`src/rtl/ads1292_filter_seq_if.sv`:
```
// Handshake bundle between the ADS1292 controller, the shared filter chain
// and the downstream consumer of filtered frames.
interface ads1292_filter_seq_if #(
  parameter int NUM_CH   = 2,
  parameter int SAMPLE_W = 24,
  parameter int STATUS_W = 24,
  parameter int WORD_W   = 32
);
  localparam int CH_W = (NUM_CH > 1) ? $clog2(NUM_CH) : 1;

  logic [STATUS_W+NUM_CH*SAMPLE_W-1:0] i_ADS1292_DATA_OUT;
  logic                                i_ADS1292_DATA_VALID;
  logic [WORD_W-1:0]                   o_FILT_X;
  logic [CH_W-1:0]                     o_FILT_CH;
  logic                                o_FILT_X_VALID;
  logic                                i_FILT_X_READY;
  logic [WORD_W-1:0]                   i_FILT_Y;
  logic                                i_FILT_Y_VALID;
  logic                                o_FILT_Y_ACK;
  logic [NUM_CH*SAMPLE_W-1:0]          o_FILTERED_DATA;
  logic [STATUS_W-1:0]                 o_STATUS;
  logic                                o_FILTERED_DATA_VALID;
  logic                                i_FILTERED_DATA_ACK;
  logic                                o_BUSY;
  logic [7:0]                          o_DROP_CNT;
  logic                                o_TIMEOUT;

  modport master (
    input  i_ADS1292_DATA_OUT, i_ADS1292_DATA_VALID,
    output o_FILT_X, o_FILT_CH, o_FILT_X_VALID,
    input  i_FILT_X_READY, i_FILT_Y, i_FILT_Y_VALID,
    output o_FILT_Y_ACK,
    output o_FILTERED_DATA, o_STATUS, o_FILTERED_DATA_VALID,
    input  i_FILTERED_DATA_ACK,
    output o_BUSY, o_DROP_CNT, o_TIMEOUT
  );

  modport slave (
    output i_ADS1292_DATA_OUT, i_ADS1292_DATA_VALID,
    input  o_FILT_X, o_FILT_CH, o_FILT_X_VALID,
    output i_FILT_X_READY, i_FILT_Y, i_FILT_Y_VALID,
    input  o_FILT_Y_ACK,
    input  o_FILTERED_DATA, o_STATUS, o_FILTERED_DATA_VALID,
    output i_FILTERED_DATA_ACK,
    input  o_BUSY, o_DROP_CNT, o_TIMEOUT
  );
endinterface

```
`src/rtl/ads1292_filter_seq.sv`:
```
// Sequences ADS1292 frame channels through a shared tagged filter chain.
// Define ADS1292_FILTER_SEQ_TIMEOUT_EN to enable the chain watchdog.
module ads1292_filter_seq #(
  parameter int              NUM_CH      = 2,
  parameter int              SAMPLE_W    = 24,
  parameter int              STATUS_W    = 24,
  parameter int              WORD_W      = 32,
  parameter logic [NUM_CH-1:0] CH_MASK   = 2'b10,
  parameter int              TIMEOUT_CYC = 4096
) (
  input logic                  i_CLK,
  input logic                  i_RST,
  ads1292_filter_seq_if.master bus
);
  localparam int CH_W  = (NUM_CH > 1) ? $clog2(NUM_CH) : 1;
  localparam int PAD_W = WORD_W - SAMPLE_W;
  localparam int FR_W  = STATUS_W + NUM_CH * SAMPLE_W;

  typedef enum logic [1:0] {IDLE, SEND, WAIT_Y, OUT} state_e;

  state_e              state_q, state_d;
  logic [CH_W-1:0]     idx_q, idx_d;
  logic [SAMPLE_W-1:0] samp_q [NUM_CH];
  logic [SAMPLE_W-1:0] samp_d [NUM_CH];
  logic [SAMPLE_W-1:0] res_q  [NUM_CH];
  logic [SAMPLE_W-1:0] res_d  [NUM_CH];
  logic [STATUS_W-1:0] stat_q, stat_d;
  logic [7:0]          drop_q, drop_d;

  logic       last, filt, x_valid, xfer, y_take, tmo, dropped;
  logic [1:0] drop_inc;
  logic [8:0] drop_sum;
  logic [NUM_CH*SAMPLE_W-1:0] packed_res;

  assign last    = (idx_q == CH_W'(NUM_CH - 1));
  assign filt    = CH_MASK[idx_q];
  assign x_valid = (state_q == SEND) && filt;
  assign xfer    = x_valid && bus.i_FILT_X_READY;
  assign y_take  = (state_q == WAIT_Y) && bus.i_FILT_Y_VALID;
  assign dropped = bus.i_ADS1292_DATA_VALID && (state_q != IDLE);

`ifdef ADS1292_FILTER_SEQ_TIMEOUT_EN
  localparam int CNT_W = $clog2(TIMEOUT_CYC + 1);
  logic [CNT_W-1:0] cnt_q, cnt_d;
  logic             run;

  assign run = x_valid || (state_q == WAIT_Y);
  // A returning result or accepted sample always beats the watchdog
  assign tmo = run && (cnt_q == CNT_W'(TIMEOUT_CYC)) && !xfer && !y_take;

  always_comb begin
    cnt_d = cnt_q;
    if (!run || xfer || y_take) begin
      cnt_d = '0;
    end else if (cnt_q != CNT_W'(TIMEOUT_CYC)) begin
      cnt_d = cnt_q + CNT_W'(1);
    end
  end

  always_ff @(posedge i_CLK or posedge i_RST) begin
    if (i_RST) cnt_q <= '0;
    else       cnt_q <= cnt_d;
  end
`else
  localparam int unused_timeout_cyc = TIMEOUT_CYC;
  assign tmo = 1'b0;
`endif

  always_comb begin
    state_d = state_q;
    idx_d   = idx_q;
    samp_d  = samp_q;
    res_d   = res_q;
    stat_d  = stat_q;
    unique case (state_q)
      IDLE: begin
        if (bus.i_ADS1292_DATA_VALID) begin
          for (int k = 0; k < NUM_CH; k++) begin
            samp_d[k] =
              bus.i_ADS1292_DATA_OUT[(NUM_CH-k)*SAMPLE_W-1 -: SAMPLE_W];
          end
          stat_d  = bus.i_ADS1292_DATA_OUT[FR_W-1 -: STATUS_W];
          idx_d   = '0;
          state_d = SEND;
        end
      end
      SEND: begin
        if (tmo) begin
          state_d = IDLE;
        end else if (!filt) begin
          res_d[idx_q] = samp_q[idx_q];
          if (last) begin
            state_d = OUT;
          end else begin
            idx_d = idx_q + CH_W'(1);
          end
        end else if (xfer) begin
          state_d = WAIT_Y;
        end
      end
      WAIT_Y: begin
        if (y_take) begin
          res_d[idx_q] = bus.i_FILT_Y[WORD_W-1 -: SAMPLE_W];
          if (last) begin
            state_d = OUT;
          end else begin
            idx_d   = idx_q + CH_W'(1);
            state_d = SEND;
          end
        end else if (tmo) begin
          state_d = IDLE;
        end
      end
      OUT: begin
        if (bus.i_FILTERED_DATA_ACK) state_d = IDLE;
      end
      default: state_d = IDLE;
    endcase
  end

  assign drop_inc = {1'b0, dropped} + {1'b0, tmo};
  assign drop_sum = {1'b0, drop_q} + 9'(drop_inc);
  assign drop_d   = drop_sum[8] ? 8'hFF : drop_sum[7:0];

  always_ff @(posedge i_CLK or posedge i_RST) begin
    if (i_RST) begin
      state_q <= IDLE;
      idx_q   <= '0;
      stat_q  <= '0;
      drop_q  <= '0;
      for (int k = 0; k < NUM_CH; k++) begin
        samp_q[k] <= '0;
        res_q[k]  <= '0;
      end
    end else begin
      state_q <= state_d;
      idx_q   <= idx_d;
      stat_q  <= stat_d;
      drop_q  <= drop_d;
      samp_q  <= samp_d;
      res_q   <= res_d;
    end
  end

  always_comb begin
    packed_res = '0;
    for (int k = 0; k < NUM_CH; k++) begin
      packed_res[(NUM_CH-k)*SAMPLE_W-1 -: SAMPLE_W] = res_q[k];
    end
  end

  assign bus.o_FILT_X       = x_valid ? {samp_q[idx_q], {PAD_W{1'b0}}} : '0;
  assign bus.o_FILT_CH      = x_valid ? idx_q : '0;
  assign bus.o_FILT_X_VALID = x_valid;
  assign bus.o_FILT_Y_ACK   = y_take;

  assign bus.o_FILTERED_DATA       = packed_res;
  assign bus.o_STATUS              = stat_q;
  assign bus.o_FILTERED_DATA_VALID = (state_q == OUT);
  assign bus.o_BUSY                = (state_q != IDLE);
  assign bus.o_DROP_CNT            = drop_q;
  assign bus.o_TIMEOUT             = tmo;
endmodule

```
`src/flat_wrapper.sv`:
```
// flat-port wrapper written by rule: the top's interface ports become plain ports
module ads1292_filter_seq_flat 
#(
  parameter int              NUM_CH      = 2,
  parameter int              SAMPLE_W    = 24,
  parameter int              STATUS_W    = 24,
  parameter int              WORD_W      = 32,
  parameter logic [NUM_CH-1:0] CH_MASK   = 2'b10,
  parameter int              TIMEOUT_CYC = 4096
)
  (i_CLK, i_RST, bus_i_ADS1292_DATA_OUT, bus_i_ADS1292_DATA_VALID, bus_o_FILT_X, bus_o_FILT_CH, bus_o_FILT_X_VALID, bus_i_FILT_X_READY, bus_i_FILT_Y, bus_i_FILT_Y_VALID, bus_o_FILT_Y_ACK, bus_o_FILTERED_DATA, bus_o_STATUS, bus_o_FILTERED_DATA_VALID, bus_i_FILTERED_DATA_ACK, bus_o_BUSY, bus_o_DROP_CNT, bus_o_TIMEOUT);
  ads1292_filter_seq_if #(.NUM_CH(NUM_CH), .SAMPLE_W(SAMPLE_W), .STATUS_W(STATUS_W), .WORD_W(WORD_W)) bus_i ();
  input logic i_CLK;
  input logic i_RST;
  input wire logic [$bits(bus_i.i_ADS1292_DATA_OUT)-1:0] bus_i_ADS1292_DATA_OUT;
  input wire logic [$bits(bus_i.i_ADS1292_DATA_VALID)-1:0] bus_i_ADS1292_DATA_VALID;
  output wire logic [$bits(bus_i.o_FILT_X)-1:0] bus_o_FILT_X;
  output wire logic [$bits(bus_i.o_FILT_CH)-1:0] bus_o_FILT_CH;
  output wire logic [$bits(bus_i.o_FILT_X_VALID)-1:0] bus_o_FILT_X_VALID;
  input wire logic [$bits(bus_i.i_FILT_X_READY)-1:0] bus_i_FILT_X_READY;
  input wire logic [$bits(bus_i.i_FILT_Y)-1:0] bus_i_FILT_Y;
  input wire logic [$bits(bus_i.i_FILT_Y_VALID)-1:0] bus_i_FILT_Y_VALID;
  output wire logic [$bits(bus_i.o_FILT_Y_ACK)-1:0] bus_o_FILT_Y_ACK;
  output wire logic [$bits(bus_i.o_FILTERED_DATA)-1:0] bus_o_FILTERED_DATA;
  output wire logic [$bits(bus_i.o_STATUS)-1:0] bus_o_STATUS;
  output wire logic [$bits(bus_i.o_FILTERED_DATA_VALID)-1:0] bus_o_FILTERED_DATA_VALID;
  input wire logic [$bits(bus_i.i_FILTERED_DATA_ACK)-1:0] bus_i_FILTERED_DATA_ACK;
  output wire logic [$bits(bus_i.o_BUSY)-1:0] bus_o_BUSY;
  output wire logic [$bits(bus_i.o_DROP_CNT)-1:0] bus_o_DROP_CNT;
  output wire logic [$bits(bus_i.o_TIMEOUT)-1:0] bus_o_TIMEOUT;
  assign bus_i.i_ADS1292_DATA_OUT = bus_i_ADS1292_DATA_OUT;
  assign bus_i.i_ADS1292_DATA_VALID = bus_i_ADS1292_DATA_VALID;
  assign bus_o_FILT_X = bus_i.o_FILT_X;
  assign bus_o_FILT_CH = bus_i.o_FILT_CH;
  assign bus_o_FILT_X_VALID = bus_i.o_FILT_X_VALID;
  assign bus_i.i_FILT_X_READY = bus_i_FILT_X_READY;
  assign bus_i.i_FILT_Y = bus_i_FILT_Y;
  assign bus_i.i_FILT_Y_VALID = bus_i_FILT_Y_VALID;
  assign bus_o_FILT_Y_ACK = bus_i.o_FILT_Y_ACK;
  assign bus_o_FILTERED_DATA = bus_i.o_FILTERED_DATA;
  assign bus_o_STATUS = bus_i.o_STATUS;
  assign bus_o_FILTERED_DATA_VALID = bus_i.o_FILTERED_DATA_VALID;
  assign bus_i.i_FILTERED_DATA_ACK = bus_i_FILTERED_DATA_ACK;
  assign bus_o_BUSY = bus_i.o_BUSY;
  assign bus_o_DROP_CNT = bus_i.o_DROP_CNT;
  assign bus_o_TIMEOUT = bus_i.o_TIMEOUT;
  ads1292_filter_seq #(.NUM_CH(NUM_CH), .SAMPLE_W(SAMPLE_W), .STATUS_W(STATUS_W), .WORD_W(WORD_W), .CH_MASK(CH_MASK), .TIMEOUT_CYC(TIMEOUT_CYC)) u_core (.i_CLK(i_CLK), .i_RST(i_RST), .bus(bus_i));
endmodule
```
`config.mk`:
```
export PLATFORM = sky130hd
export DESIGN_NAME = ads1292_filter_seq_flat
export DESIGN_NICKNAME = d
export VERILOG_FILES = /design/src/rtl/ads1292_filter_seq_if.sv /design/src/rtl/ads1292_filter_seq.sv /design/src/flat_wrapper.sv
export SDC_FILE = /design/constraint.sdc
export NUM_CORES = 1
export LEC_CHECK = 0
export BUFFER_PORTS_ARGS = -buffer_cell sky130_fd_sc_hd__clkbuf_2
export CAP_MARGIN = 5
export CORE_MARGIN = 10
export CORE_UTILIZATION = 40
export CTS_CLUSTER_SIZE = 10
export DETAILED_ROUTE_END_ITERATION = 6
export HOLD_SLACK_MARGIN = 0.05
export PLACE_DENSITY = 0.68
export SLEW_MARGIN = 10
export SYNTH_ARGS = -nofsm -noshare
export SYNTH_HDL_FRONTEND = slang
export SYNTH_SLANG_ARGS = --single-unit
```
`constraint.sdc`:
```
create_clock -name i_CLK -period 5.3 [get_ports i_CLK]
set_clock_uncertainty 0.2 [all_clocks]
set_input_delay 0 -clock i_CLK [delete_from_list [all_inputs] [get_ports i_CLK]]
set_output_delay 0 -clock i_CLK [all_outputs]
set_load 0.02 [all_outputs]
```
==> reports/metrics.cfg <==
[status]
status = finished, final reports clean

[setup_path]
regToRegSetupSlack_ps = 2250
endpoint_kind = flip-flop
path_class = flip-flop to flip-flop
critical_path.max_fanout = 29
timing.critical_path.required_ps = 5370
arr_time_crit_path_ps = 3120
worstSetupStartpointType = flip-flop

[clock_tree]
clk_pin_slew_ps = 60
inserted_clock_buffers = 17
htree_num_levels = 4
cts_resizes = 0
cts_tree = done
worstSkewPairLatency_ps = 400
cts_root_buffer = clkbuf_16
cts.path.max_buffers = 2
clock_sinks = 131

[placed_design]
io_buffer_count = 210
placed_cells = 832
preCtsSetupSlack_ps = 2360
gpl.final_weighted_congestion = 0.756
post-dp-hpwl_um = 11700

[detailed_routing]
detail_route.wl_per_cell_um = 18.1
remaining_drc_errors = 0
average_via_count_per_standard_cell = 4.84
drt_wl_total_um = 17500
antenna_violating_nets_post_route = 0
dr_iter_0_viols = 167
via_count = 4671
first_pass_iters = 4

[pwr]
power_density_mw_per_mm2 = 624
power_mw = 5.28
cellLeakagePower_nw = 4.20
worst_ir_drop_vdd_uv = 302

[floorplanning]
placeableCoreArea_sq_mm = 0.0144
top_level_ports = 228
rows = 44
initial_core_util_pct = 40.4
floorplan.die_area_sq_mm = 0.0198
chipHeight_um = 141
dieWidth_um = 141

[timing]
rsz0062_at_grt = false
slew_headroom_pct = 24.3
fmax_ghz = 0.328
timing.final.crit_period_ps = 3050
final_hold_viol_count = 0
worst-slew-pin-transition_ps = 1130
finalSetupTns_ps = 0
fin_hold_ws_ps = 89.3
fin_ws_ps = 2250
final-setup-viol-count = 0
period_utilization_post_route_pct = 57.6
max_slew_violation_count = 0

[logic_synthesis]
synth_seq_cells = 131
netlist-cell-type-count = 35
synth_seq_area_share_pct = 56.3
post-synth-top-area-cell = dfrtp_1
synth_warnings = 0
netlist_instances = 465
syn_area_sq_mm = 0.00582
post_synth.cell_area_avg_sq_um = 12.5
synth_top_cells_by_area = dfrtp_1 56%, mux2_2 14%, mux2i_1 8.4%
netlist.area_leader.share_pct = 56.3

[grt]
number_of_global_route_vias_before_repair = 5305
grt_start_max_net_pins = 73
globalRoute.totalOverflow = 0
grt_pass1_wl_um = 27800
antenna_violations_before_repair = 2
globalRouteTotalUtil_pct = 17.5

[cells_and_area]
commonest_cells_after_routing_fill_and_taps_aside = 210 x clkbuf_2, 131 x dfrtp_1, 101 x dlygate4sd3_1
area_growth_syn_to_layout_pct = 45.2
layoutNonFillerInstCount = 966
layout.nets = 885
drive_above_1_share_pct = 41.4
fillers = 1156
layout_commonest_cell = clkbuf_2

[min_path]
hold_class = input pin to async pin

[flow_run]
maxCapViolations = 0

==> registers in the layout, indices dropped and copies added (netlist names) <==
| signal | count |
|---|---|
| u_core.idx_q | 1 |
| u_core.bus.o_DROP_CNT | 8 |
| u_core.bus.o_STATUS | 24 |
| u_core.state_q | 2 |
| u_core.samp_q | 48 |
| u_core.bus.o_FILTERED_DATA | 48 |
==> cell type report <==
type / count / area (sq um) / area share [%]
flip-flops and latches: 131 / 3280 / 38.8
multi-input cells: 299 / 2280 / 26.9
repair buffers: 314 / 2080 / 24.7
clock buffers: 22 / 474 / 5.61
well taps: 184 / 230 / 2.72
clock inverters: 9 / 81.3 / 0.962
inverters: 5 / 21.3 / 0.252
diodes: 2 / 5.00 / 0.0592
==> where the power goes <==
group / switching [mW] / internal [mW]
Combinational: 1.36 / 0.969
Sequential: 0.349 / 1.50
Clock: 0.415 / 0.676
Total: 2.12 / 3.15
==> through the flow <==
step                utilization [%]  cell area [sq um]
floorplan                         -               5850
finish                         58.6               8450
global route                   58.6               8450
global placement               47.7               6880
detailed placement             47.7               6880
CTS                            58.6               8450
==> worst max-delay path: stages (launching register included) <==
cell,delay [ps]
dfrtp_1,470
inv_1,120
ha_1,890
a21bo_2,310
o2111a_2,120
dlygate4sd3_1,600
a21oi_1,150
a31oi_1,50
==> what timing repair did <==
item,4_1_cts,5_1_grt
hold buffers,101,0
endpoints found under the hold margin,188,0
buffers inserted,0,0
==> kinds of logic (layout without fill, tap and decap cells) <==
logic type      Yosys count  count (layout)  share of synthesized area [%]
compound gates           58              58                           5.35
xor+xnor                  3               3                          0.451
fa+ha+maj                 7               7                           1.50
buf+inv                  43             350                           5.39
flops                   131             131                           56.3
mux                     122             122                           22.5
other cells               1              11                         0.0644
simple gates            100             100                           8.38
==> per-layer routing <==
layer,track usage [%],wire length (um)
met1,18.5,6760
met2,29.7,8700
met3,7.86,1610
met4,7.39,433
met5,0,0
==> cells in the mapped netlist <==
library cell,n
buf_6,8
mux2i_1,49
and2_1,3
a31oi_1,1
inv_1,5
o21ai_0,28
o21ai_1,21
a21oi_1,3
nand4b_2,1
o21a_1,1
xnor2_1,2
nor2b_1,1
dfrtp_1,131
and3_1,26
buf_4,13
nand2b_1,3
nand2b_2,1
nand2_2,1
o31ai_1,2
or2_2,1
clkbuf_8,3
clkbuf_4,1
o2111a_2,1
mux2_2,73
nand3_1,4
conb_1,1
ha_1,7
nand2_1,55
buf_2,6
clkbuf_1,5
a21bo_2,1
nor2_1,3
xor2_1,1
nand3b_1,1
clkbuf_2,2
==> final timing paths <==
| kind | to | cells after the start | start |
|---|---|---|---|
| min in group i_CLK | u_core.bus.o_STATUS[6]$_DFFE_PP0P_ | 3 | bus_i_ADS1292_DATA_OUT[54] |
| setup / recovery | u_core.state_q[1]$_DFFE_PP0P_ | 7 | u_core.state_q[1]$_DFFE_PP0P_ |
| hold reg to reg | u_core.bus.o_FILTERED_DATA[23]$_DFFE_PP0P_ | 2 | u_core.bus.o_FILTERED_DATA[23]$_DFFE_PP0P_ |
| max in group asynchronous | u_core.bus.o_FILTERED_DATA[19]$_DFFE_PP0P_ | 4 | i_RST |
| setup reg to reg | u_core.state_q[1]$_DFFE_PP0P_ | 7 | u_core.state_q[1]$_DFFE_PP0P_ |
| hold / removal | u_core.samp_q[38]$_DFFE_PP0P_ | 3 | i_RST |
Note: power is estimated with default switching activity, not from simulation.
